$ cat src/rtl/audio_stream_framer.sv
// Streams NUM_SAMPLES SD-card samples through a show-ahead FIFO to the MFCC front end,
// tagging frame boundaries every FRAME_LEN samples; runs restart on a start pulse.
module audio_stream_framer #(
  parameter int unsigned DATA_W      = 8,
  parameter int unsigned NUM_SAMPLES = 1024,
  parameter int unsigned FIFO_DEPTH  = 16,
  parameter int unsigned FRAME_LEN   = 256,
  parameter int unsigned CNT_W       = 16
) (
  input  logic              clk,
  input  logic              rst,
  input  logic              start,
  output logic              sd_read_req,
  input  logic              sd_data_valid,
  input  logic [DATA_W-1:0] sd_data,
  output logic [DATA_W-1:0] mfcc_data,
  output logic              mfcc_data_valid,
  input  logic              mfcc_data_ready,
  output logic              mfcc_frame_start,
  output logic              mfcc_frame_last,
  output logic              busy,
  output logic              done,
  output logic [CNT_W-1:0]  sample_count
);

  localparam int unsigned      PTR_W   = (FIFO_DEPTH > 1) ? $clog2(FIFO_DEPTH) : 1;
  localparam logic [PTR_W:0]   DEPTH_C = (PTR_W+1)'(FIFO_DEPTH);
  localparam logic [CNT_W-1:0] NUM_C   = CNT_W'(NUM_SAMPLES);
  localparam logic [CNT_W-1:0] LAST_C  = CNT_W'(NUM_SAMPLES - 1);
  localparam logic [CNT_W-1:0] FLAST_C = CNT_W'(FRAME_LEN - 1);

  typedef enum logic [1:0] {
    S_IDLE  = 2'd0,
    S_RUN   = 2'd1,
    S_DRAIN = 2'd2,
    S_DONE  = 2'd3
  } state_e;

  state_e             state_q, state_d;
  logic               req_q, req_d;
  logic               outst_q, outst_d;
  logic [CNT_W-1:0]   req_cnt_q, req_cnt_d;
  logic [CNT_W-1:0]   sent_q, sent_d;
  logic [CNT_W-1:0]   idx_q, idx_d;
  logic [PTR_W-1:0]   wr_ptr_q, wr_ptr_d;
  logic [PTR_W-1:0]   rd_ptr_q, rd_ptr_d;
  logic [PTR_W:0]     cnt_q, cnt_d;
  logic               valid_q, valid_d;
  logic               fstart_q, fstart_d;
  logic               flast_q, flast_d;
  logic               busy_q, busy_d;
  logic               done_q, done_d;
  logic [DATA_W-1:0]  mem_q [FIFO_DEPTH];

  logic launch;
  logic push;
  logic pop;
  logic issue;

  assign launch = start && ((state_q == S_IDLE) || (state_q == S_DONE));
  // Only the sample answering our single outstanding request is accepted.
  assign push   = outst_q && sd_data_valid;
  assign pop    = valid_q && mfcc_data_ready;
  assign issue  = (state_q == S_RUN) && !outst_q && (req_cnt_q < NUM_C) && (cnt_q < DEPTH_C);

  // Next-state, counters and registered output decode.
  always_comb begin
    state_d   = state_q;
    req_d     = 1'b0;
    outst_d   = outst_q;
    req_cnt_d = req_cnt_q;
    sent_d    = sent_q;
    idx_d     = idx_q;
    wr_ptr_d  = wr_ptr_q;
    rd_ptr_d  = rd_ptr_q;
    cnt_d     = cnt_q;

    unique case (state_q)
      S_IDLE:  if (start) state_d = S_RUN;
      S_RUN:   if ((req_cnt_q == NUM_C) && !outst_q) state_d = S_DRAIN;
      S_DRAIN: if (sent_q == NUM_C) state_d = S_DONE;
      S_DONE:  if (start) state_d = S_RUN;
      default: state_d = S_IDLE;
    endcase

    if (push) begin
      wr_ptr_d = wr_ptr_q + PTR_W'(1);
      outst_d  = 1'b0;
    end

    if (pop) begin
      rd_ptr_d = rd_ptr_q + PTR_W'(1);
      sent_d   = sent_q + CNT_W'(1);
      idx_d    = (idx_q == FLAST_C) ? '0 : idx_q + CNT_W'(1);
    end

    unique case ({push, pop})
      2'b10:   cnt_d = cnt_q + (PTR_W+1)'(1);
      2'b01:   cnt_d = cnt_q - (PTR_W+1)'(1);
      default: cnt_d = cnt_q;
    endcase

    if (issue) begin
      req_d     = 1'b1;
      outst_d   = 1'b1;
      req_cnt_d = req_cnt_q + CNT_W'(1);
    end

    // A launch restarts the run and fires the first request on the same edge.
    if (launch) begin
      state_d   = S_RUN;
      req_d     = 1'b1;
      outst_d   = 1'b1;
      req_cnt_d = CNT_W'(1);
      sent_d    = '0;
      idx_d     = '0;
      wr_ptr_d  = '0;
      rd_ptr_d  = '0;
      cnt_d     = '0;
    end

    busy_d   = (state_d == S_RUN) || (state_d == S_DRAIN);
    done_d   = (state_d == S_DONE);
    valid_d  = busy_d && (cnt_d != '0);
    fstart_d = valid_d && (idx_d == '0);
    flast_d  = valid_d && ((idx_d == FLAST_C) || (sent_d == LAST_C));
  end

  always_ff @(posedge clk or posedge rst) begin
    if (rst) begin
      state_q   <= S_IDLE;
      req_q     <= 1'b0;
      outst_q   <= 1'b0;
      req_cnt_q <= '0;
      sent_q    <= '0;
      idx_q     <= '0;
      wr_ptr_q  <= '0;
      rd_ptr_q  <= '0;
      cnt_q     <= '0;
      valid_q   <= 1'b0;
      fstart_q  <= 1'b0;
      flast_q   <= 1'b0;
      busy_q    <= 1'b0;
      done_q    <= 1'b0;
    end else begin
      state_q   <= state_d;
      req_q     <= req_d;
      outst_q   <= outst_d;
      req_cnt_q <= req_cnt_d;
      sent_q    <= sent_d;
      idx_q     <= idx_d;
      wr_ptr_q  <= wr_ptr_d;
      rd_ptr_q  <= rd_ptr_d;
      cnt_q     <= cnt_d;
      valid_q   <= valid_d;
      fstart_q  <= fstart_d;
      flast_q   <= flast_d;
      busy_q    <= busy_d;
      done_q    <= done_d;
    end
  end

  // Storage is cleared on reset so the head output reads zero until refilled.
  always_ff @(posedge clk or posedge rst) begin
    if (rst) begin
      mem_q <= '{default: '0};
    end else if (push) begin
      mem_q[wr_ptr_q] <= sd_data;
    end
  end

  assign sd_read_req      = req_q;
  assign mfcc_data        = mem_q[rd_ptr_q];
  assign mfcc_data_valid  = valid_q;
  assign mfcc_frame_start = fstart_q;
  assign mfcc_frame_last  = flast_q;
  assign busy             = busy_q;
  assign done             = done_q;
  assign sample_count     = sent_q;

endmodule

$ cat config.mk
export PLATFORM = sky130hd
export DESIGN_NAME = audio_stream_framer
export DESIGN_NICKNAME = d
export VERILOG_FILES = /design/src/rtl/audio_stream_framer.sv
export SDC_FILE = /design/constraint.sdc
export NUM_CORES = 1
export LEC_CHECK = 0
export BUFFER_PORTS_ARGS = -buffer_cell sky130_fd_sc_hd__buf_2
export CELL_PAD_IN_SITES_DETAIL_PLACEMENT = 1
export CELL_PAD_IN_SITES_GLOBAL_PLACEMENT = 2
export CORE_MARGIN = 2
export CORE_UTILIZATION = 47
export CTS_CLUSTER_SIZE = 8
export DETAILED_ROUTE_END_ITERATION = 16
export GPL_ROUTABILITY_DRIVEN = 0
export PLACE_DENSITY = 0.87
export SETUP_SLACK_MARGIN = 0.5
export SYNTH_ARGS = -nofsm -noshare
export SYNTH_HDL_FRONTEND = slang
export SYNTH_SLANG_ARGS = --single-unit
$ cat constraint.sdc
create_clock -name clk -period 16.46 [get_ports clk]
set_input_delay 2.469 -clock clk [delete_from_list [all_inputs] [get_ports clk]]
set_output_delay 2.469 -clock clk [all_outputs]
set_load 0.02 [all_outputs]
==> flow_summary.toml, run 1 <==
[run_status]
status = "completed"

[floorplanning]
num_io_pins = 43
initial_utilization = 0.4788
rows = 52
dieHeight_um = 147.4
die_w_um = 147.4
die_area_sq_um = 21710
core_area_sq_um = 20170

[worst_setup_path]
arrival_ps = 2680
path_max_fanout = 35
crit_required_ps = 13990
worstSetupPathType = "flop to output port"
crit_path_start_kind = "flop"
critPathCaptureType = "output port"

[synthesis]
netlist_area_sq_um = 9658
syn-num-nets = 786
async_flop_share = 1.000
yosys.cell_types.count = 63
synth_adder_area_share = 0.02073
yosysMostFrequentCell = "dfrtp_1"
ys_ff_latch = 198
synthSimpleGateAreaFrac = 0.1187
yosysTopAreaCellShare = 0.5130
synth_largest_area_cell = "dfrtp_1"
synth_seq_area_share = 0.5130
syn_inst = 757
synth_edf_count = 0
synth_xor_area_frac = 0.04353
synth_ff_type = "dfrtp_1"
synth_compound_area_frac = 0.03304
synth_warnings = 0
synth_area_leaders = "dfrtp_1 (51%), mux2_2 (15%), mux4_2 (9.3%)"
yosys-top-cells-count = "dfrtp_1 (198), mux2_2 (128), nor2_1 (61), nand2_1 (53), mux4_2 (40)"
synth_top_family_by_area = "multiplexers"
muxShareOfSynthArea = 0.2456
synth.avg_cell_area_sq_um = 12.76

[sta]
max_freq_mhz = 194.1
fin_crit_sh = 0.3129
finalSetupViolations = 0
finalHoldViolations = 0
fin_ws_ps = 11310
rsz0062_at_grt = "no"
finalCriticalPeriod_ps = 5151
tns_ps = 0
fin_skew_ps = 11.71
maxSlewViolCount = 0
slew_headroom = 0.2921
tightest_slew_ps = 1062

[pwr]
power_frac_comb = 0.309
p_sw_w = 0.0005153
pwr-share-seq = 0.421
p_int_w = 0.0009968
power.switching_fraction = 0.3408
vdd_drop_max_v = 0.00005916
leakagePower_nw = 4.938
clkPwrFrac = 0.270
power.density_nw_per_um2 = 142.2

[drt]
dr_total_vias = 6177
drcViolationCount = 0
drtIter0Drc = 320
ant_nets = 0
wire_per_inst_um = 21.92
drt_first_pass_iters = 4
routed_via_density = 5.805
totalWireLength_um = 23330

[global_routing]
track_usage = 0.2293
antenna_found_initial = 0
gr-total-overflow = 0
gr-usage-met2 = 0.3986
grt_max_degree = 125
gr-usage-met3 = 0.03789
grt.busiest_layer = "met2"
grt_pass1_wl_um = 38590
use_met1 = 0.2943
grt_pass1_vias = 6999

[placement]
place_ws_ps = 11300
dp_hpwl_um = 15620
placed_cells = 1032
port_buffers = 42

[clock_network]
holdBufCountCts = 0
post_cts_buffers = 0
cts_tree = "done"
path_clk_slew_ps = 70
cts_buffers = 17
cts_buffer_depth = 2
numClockSinks = 198
clock_latency_ps = 440
cts_resized = 0
htreeDepth = 4
clockRootBuffer = "clkbuf_16"

[final_layout]
fill_cells = 2025
drive_gt1_frac = 0.3287
area_growth_pct = 10.12
instances_no_fill = 1064
antenna-diode-count = 0
fin_nets = 810

[run]
cap_violations = 0

[hold_path]
hp-class = "flop to flop"
[worst max-delay path, stage by stage (launching register included)]
cell and delay, ps:
dfrtp_2 340, buf_4 580, mux4_2 650, mux4_2 490
buf_2 180
[kinds of logic (layout without fill, tap and decap cells)]
logic type               Yosys count  count (layout)
XOR/XNOR                          48              48
flip-flops                       198             198
AND/OR/NAND/NOR                  220             220
adder cells (fa/ha/maj)           16              16
buffers and inverters             56              93
multiplexers                     171             171
AO/OA/AOI/OAI                     48              48
[registers in the layout, indices dropped and copies added (netlist names)]
signal and flops:
mem_q 128, idx_q 16, req_cnt_q 16, sample_count 16, cnt_q 5, rd_ptr_q 4
wr_ptr_q 4, state_q 2, busy 1, done 1, mfcc_data_valid 1, mfcc_frame_last 1
mfcc_frame_start 1, outst_q 1, sd_read_req 1
[final cells by class]
class / count / area [sq um] / share of cell area
flip-flops and latches: 198 / 4956 / 0.4660
well taps: 270 / 337.8 / 0.03176
clock inverters: 15 / 145.1 / 0.01365
multi-input cells: 503 / 4458 / 0.4192
clock buffers: 17 / 425.4 / 0.04000
repair buffers: 46 / 240.2 / 0.02259
inverters: 15 / 72.57 / 0.006824
[layout by cell type, fill, tap and decap left out, types with 14 or more instances in the layout]
| cell | synthesis | final |
|---|---|---|
| ha_1 | 16 | 16 |
| mux2_2 | 128 | 128 |
| mux4_2 | 40 | 40 |
| xnor2_1 | 25 | 25 |
| clkbuf_16 | 0 | 17 |
| nand3_1 | 18 | 18 |
| a21oi_1 | 14 | 14 |
| buf_2 | 8 | 42 |
| nand4_1 | 15 | 15 |
| dfrtp_1 | 198 | 197 |
| xor2_1 | 23 | 23 |
| nand2_1 | 53 | 53 |
| nor2_1 | 61 | 61 |
[power by group through the flow]
stage / Sequential (W) / Clock (W) / Combinational (W)
final: 0.000637 / 0.000408 / 0.000467
after global routing: 0.000648 / 0.000437 / 0.000510
after CTS: 0.000637 / 0.000416 / 0.000473
after detailed placement: 0.000643 / 0 / 0.000466
after global placement: 0.000631 / 0 / 0.000441
after floorplan: 0.000625 / 0 / 0.000349
[metrics by stage]
stage | hold WS [ps] | total power [W] | util | area (sq um)
6_report | 505.7 | 0.001512 | 0.5273 | 10640
5_1_grt | 527.0 | 0.001595 | 0.5273 | 10640
4_1_cts | 506.1 | 0.001526 | 0.5273 | 10640
3_5_place_dp | 484.1 | 0.001110 | 0.4990 | 10060
3_3_place_gp | 469.0 | 0.001072 | 0.4990 | 10060
2_1_floorplan | 454.3 | 0.0009748 | - | 9658
[per-layer routing]
| layer | vias up | wire length (um) |
|---|---|---|
| li1 | 2781 | - |
| met3 | 36 | 642 |
| met1 | 3257 | 10050 |
| met2 | 103 | 12210 |
| met4 | 0 | 425 |
| met5 | - | 0 |
[final timing paths]
| kind | depth (start not counted) | endpoint | from | slack [ps] |
|---|---|---|---|---|
| max in group asynchronous | 3 | mem_q[100] | rst | 12760 |
| max reg2reg | 12 | mfcc_frame_start | mfcc_data_valid | 13360 |
| min reg2reg | 1 | req_cnt_q[15] | req_cnt_q[15] | 510 |
| min in group asynchronous | 2 | mem_q[57] | rst | 2200 |
| max | 4 | mfcc_data[2] | rd_ptr_q[0] | 11310 |
| min | 1 | req_cnt_q[15] | req_cnt_q[15] | 510 |
Power figures use the tool's default switching activity.
==> run 2, diff against run 1 <==
Settings changed: CORE_UTILIZATION 47 to 44, PLACE_DENSITY 0.87 to 0.82.
Clock period 16.46 ns to 5.3 ns, I/O delays scaled along.
==> run 2 against run 1 <==
  * Via count decreased by 1.7%
  * Non-clock buffer count unchanged
  * Sequential power increased to 3.2 times the previous value
  * Critical path depth unchanged
  * Combinational power increased to 3.0 times the previous value
  * Largest cell class unchanged
  * Highest routed layer unchanged
==> flow_summary.toml, run 2 (same netlist as run 1, synthesis figures left out) <==
[drt]
wire_per_inst_um = 21.14
dr_total_vias = 6072
drtIter0Drc = 273
ant_nets = 0
drcViolationCount = 0
totalWireLength_um = 22700
drt_first_pass_iters = 4
routed_via_density = 5.654

[clock_network]
clockRootBuffer = "clkbuf_16"
numClockSinks = 198
htreeDepth = 4
clock_latency_ps = 450
cts_resized = 0
path_clk_slew_ps = 80
holdBufCountCts = 0
cts_tree = "done"
cts_buffer_depth = 2
cts_buffers = 17
post_cts_buffers = 0

[floorplanning]
die_area_sq_um = 23150
die_w_um = 152.2
num_io_pins = 43
rows = 54
initial_utilization = 0.4453
dieHeight_um = 152.2
core_area_sq_um = 21690

[final_layout]
top_register = "mem_q"
fill_cells = 2194
final_area_sq_um = 10710
fin_util = 0.4938
final_common_cell = "dfrtp_1"
multiInputGateArea_sq_um = 4458
largest_reg_flops = 128
final_cell_mix = "dfrtp_1 (197), mux2_2 (128), nor2_1 (61)"
antenna-diode-count = 0
instances_no_fill = 1074
drive_gt1_frac = 0.3287
area_growth_pct = 10.90
ff_latch_area_sq_um = 4956
fin_nets = 810

[worst_setup_path]
worstSetupPathType = "flop to output port"
critPathCaptureType = "output port"
crit_required_ps = 4510
reg2reg_slack_ps = 2300
path_max_fanout = 24
crit_path_start_kind = "flop"
arrival_ps = 2940

[hold_path]
hp-class = "primary input to async pin"

[global_routing]
track_usage = 0.2059
use_met1 = 0.2620
grt_pass1_wl_um = 37900
grt_max_degree = 199
gr-usage-met2 = 0.3670
grt_pass1_vias = 6865
antenna_found_initial = 0
gr-usage-met3 = 0.03555
grt.busiest_layer = "met2"
gr-total-overflow = 0

[placement]
placed_cells = 1042
placed_cell_area_sq_um = 10090
port_buffers = 42
dp_hpwl_um = 15710

[sta]
maxSlewViolCount = 0
fin_crit_sh = 0.7053
fin_skew_ps = 17.34
finalCriticalPeriod_ps = 3738
slew_headroom = 0.1843
max_freq_mhz = 267.5
rsz0062_at_grt = "no"
tightest_slew_ps = 1224
finalHoldViolations = 0
finalSetupViolations = 0
tns_ps = 0

[pwr]
power.density_nw_per_um2 = 443.0
vdd_drop_max_v = 0.0002216
p_total_w = 0.004745
leakagePower_nw = 4.965

[run_status]
status = "completed"

[run]
cap_violations = 0
[run 2: cell types whose count changed in the layout (fill, tap and decap cells not counted), moves of 2 or more]
cell,before,now
clkinv_2,4,2
clkinv_4,3,0
clkinv_8,0,6
clkinvlp_4,3,1
[run 2: cell type report]
type	instances	share of cell area
Sequential cell	198	0.4627
Multi-Input combinational cell	503	0.4162
Tap cell	280	0.03271
Clock buffer	17	0.03972
Clock inverter	15	0.01857
Inverter	15	0.006425
Timing Repair Buffer	46	0.02360
[run 2: metal layers]
metal / part of all wire / wire, um
met1: 0.43 / 9707
met2: 0.53 / 12130
met3: 0.026 / 586
met4: 0.012 / 279
met5: 0 / 0
[run 2: worst max-delay path: stages (launching register included)]
cell and delay [ps]:
dfrtp_2 880, buf_4 380, mux4_2 550, mux4_2 500
buf_2 180
[run 2: worst paths after layout]
path	cells past startpoint	end	startpoint
worst max-delay path	4	mfcc_data[6]	rd_ptr_q[0]
worst min-delay path	3	idx_q[14]	rst
worst max register to register	8	mfcc_frame_start	state_q[0]
worst min register to register	1	mem_q[50]	mem_q[50]
max in group asynchronous	3	outst_q	rst
min in group clk	1	mem_q[50]	mem_q[50]
[run 2: stage by stage]
stage | hold slack (ps) | worst slack (ps)
after floorplan | 454.3 | 1945
after global placement | 469.1 | 1972
after global routing | 525.4 | 1385
final | 506.3 | 1562
after CTS | 511.4 | 1441
after detailed placement | 492.1 | 1872
[run 2: where the power goes]
part,switching (W),internal (W)
Clock,0.000693,0.000653
Sequential,0.000243,0.00177
Combinational,0.000722,0.000664
==> run 3, diff against run 2 <==
Clock period 5.3 ns to 3.7 ns, I/O delays scaled along.
==> run 3 against run 2 <==
  * Critical path depth is 8 higher
  * Final area rose by 0.74%
  * Die area stayed put
  * Largest power group unchanged
  * Register-to-register slack worse by 1600 ps
  * First-iteration DRC count shrank 13%
  * Routed wire length rose by 3.4%
  * Critical endpoint is now mfcc_frame_start
  * Power rose by 45%
  * Clock power is 42% higher
==> flow_summary.toml, run 3 (same netlist as run 1, synthesis figures left out) <==
[floorplanning]
die_area_sq_um = 23150
die_w_um = 152.2
rows = 54
dieHeight_um = 152.2
core_area_sq_um = 21690
initial_utilization = 0.4453
num_io_pins = 43

[clock_network]
clock_latency_ps = 440
path_clk_slew_ps = 80
numClockSinks = 198
cts_tree = "done"
cts_buffer_depth = 2
clockRootBuffer = "clkbuf_16"
cts_buffers = 17
htreeDepth = 4

[drt]
wire_per_inst_um = 21.67
totalWireLength_um = 23470
drcViolationCount = 0
routed_via_density = 5.741
ant_nets = 0
dr_total_vias = 6218
drtIter0Drc = 238
drt_first_pass_iters = 4

[final_layout]
largest_reg_flops = 128
area_growth_pct = 11.71
final_cell_mix = "dfrtp_1 (197), mux2_2 (128), nor2_1 (61)"
ff_latch_area_sq_um = 4959
fin_nets = 820
final_common_cell = "dfrtp_1"
top_register = "mem_q"
drive_gt1_frac = 0.3362
fill_cells = 2221
antenna-diode-count = 0
multiInputGateArea_sq_um = 4458

[pwr]
power.density_nw_per_um2 = 635.5
vdd_drop_max_v = 0.0003322
leakagePower_nw = 5.006
p_total_w = 0.006857

[placement]
dp_hpwl_um = 15670
port_buffers = 42

[global_routing]
grt_max_degree = 68
grt_pass1_vias = 6977
antenna_found_initial = 0
track_usage = 0.2120
grt_pass1_wl_um = 38580
gr-total-overflow = 0

[worst_setup_path]
reg2regPathDepth = 12
crit_path_start_kind = "flop"
regToRegStartpoint = "mfcc_data_valid"
path_max_fanout = 15
worstSetupPathType = "flop to flop"
cpPeakStageDelay_ps = 450
reg2reg_to = "mfcc_frame_start"
critPathCaptureType = "flop"
path_cells = "nand2_2 -> clkinv_2 -> nand2_4 -> xnor2_1 -> ha_1 -> nor2_1 -> nand4_1 -> a21o_1 -> a311oi_1 -> a41o_1 -> o41a_1 -> nor4bb_4"
cp_slowest_cell = "dfrtp_1"
crit_required_ps = 4000
arrival_ps = 3290
reg2reg_slack_ps = 700

[sta]
finalSetupViolations = 0
max_freq_mhz = 333.5
tns_ps = 0
maxSlewViolCount = 0
fin_skew_ps = 15.38
finalHoldViolations = 0
slew_headroom = 0.4381
finalCriticalPeriod_ps = 2998
rsz0062_at_grt = "no"
tightest_slew_ps = 842.9
fin_crit_sh = 0.8104

[hold_path]
hp-class = "primary input to async pin"

[run_status]
status = "completed"

[run]
cap_violations = 0
-- run 3: changes by cell type in the layout (fill, tap and decap cells not counted), sizes merged --
cell | previous run | this run
buf | 46 | 56
clkbuf | 17 | 18
bufinv | 0 | 2
clkinv | 8 | 3
inv | 21 | 19
clkinvlp | 1 | 4
-- run 3: where the power goes --
part	internal (W)	switching (W)
Combinational	0.00100	0.00110
Sequential	0.00254	0.000299
Clock	0.00103	0.000885
Total	0.00457	0.00228
-- run 3: layout make-up --
type | instances | share of cell area
multi-input combinational | 503 | 0.4132
inverter | 15 | 0.006378
tap | 280 | 0.03247
timing repair buffer | 56 | 0.03270
sequential | 198 | 0.4596
clock inverter | 13 | 0.01496
clock buffer | 18 | 0.04071
-- run 3: how the worst max path moves through the flow --
stage,start,endpoint,slack [ps],cells after the start
3_5_place_dp,mfcc_data_ready,mfcc_frame_start,490,12
2_1_floorplan,rst,busy,580,1
6_report,mfcc_data_valid,mfcc_frame_start,700,12
4_1_cts,rd_ptr_q[0],mfcc_data[1],530,4
5_1_grt,mfcc_data_valid,mfcc_frame_start,510,11
3_3_place_gp,mfcc_data_ready,mfcc_frame_start,670,12
-- run 3: through the flow --
stage	utilization	area (sq um)	setup slack, ps	cells	hold WS (ps)
floorplan	-	9662	584.6	757	454.3
global placement	0.4679	10150	671.6	1047	469.3
detailed placement	0.4679	10150	488.8	1047	480.4
CTS	0.4957	10750	534.6	1078	202.3
global route	0.4975	10790	505.9	1083	231.2
finish	0.4975	10790	701.6	1083	185.6
-- run 3: what timing repair did --
action                                  in CTS  in global routing
pin swaps                                    0                  0
buffers inserted                             0                  5
hold buffers                                 0                  0
resized for setup                            1                  0
cloned                                       0                  0
endpoints found under the setup margin       4                  1
hold endpoints to repair                     0                  0
-- run 3: metal layers --
metal  share of wire  track usage  vias to the layer above
li1                -            -                     2812
met1            0.43       0.2673                     3254
met2            0.52       0.3711                      118
met3           0.030      0.03840                       34
met4           0.022      0.06943                        0
met5               0            0                        -
-- run 3: worst max-delay path: cells and delay by family, from the launching register on --
family          cells  cell delay (ps)
flops               1              450
xor+xnor            1              130
compound gates      4              980
buf+inv             1              300
fa+ha+maj           1              240
simple gates        5              760
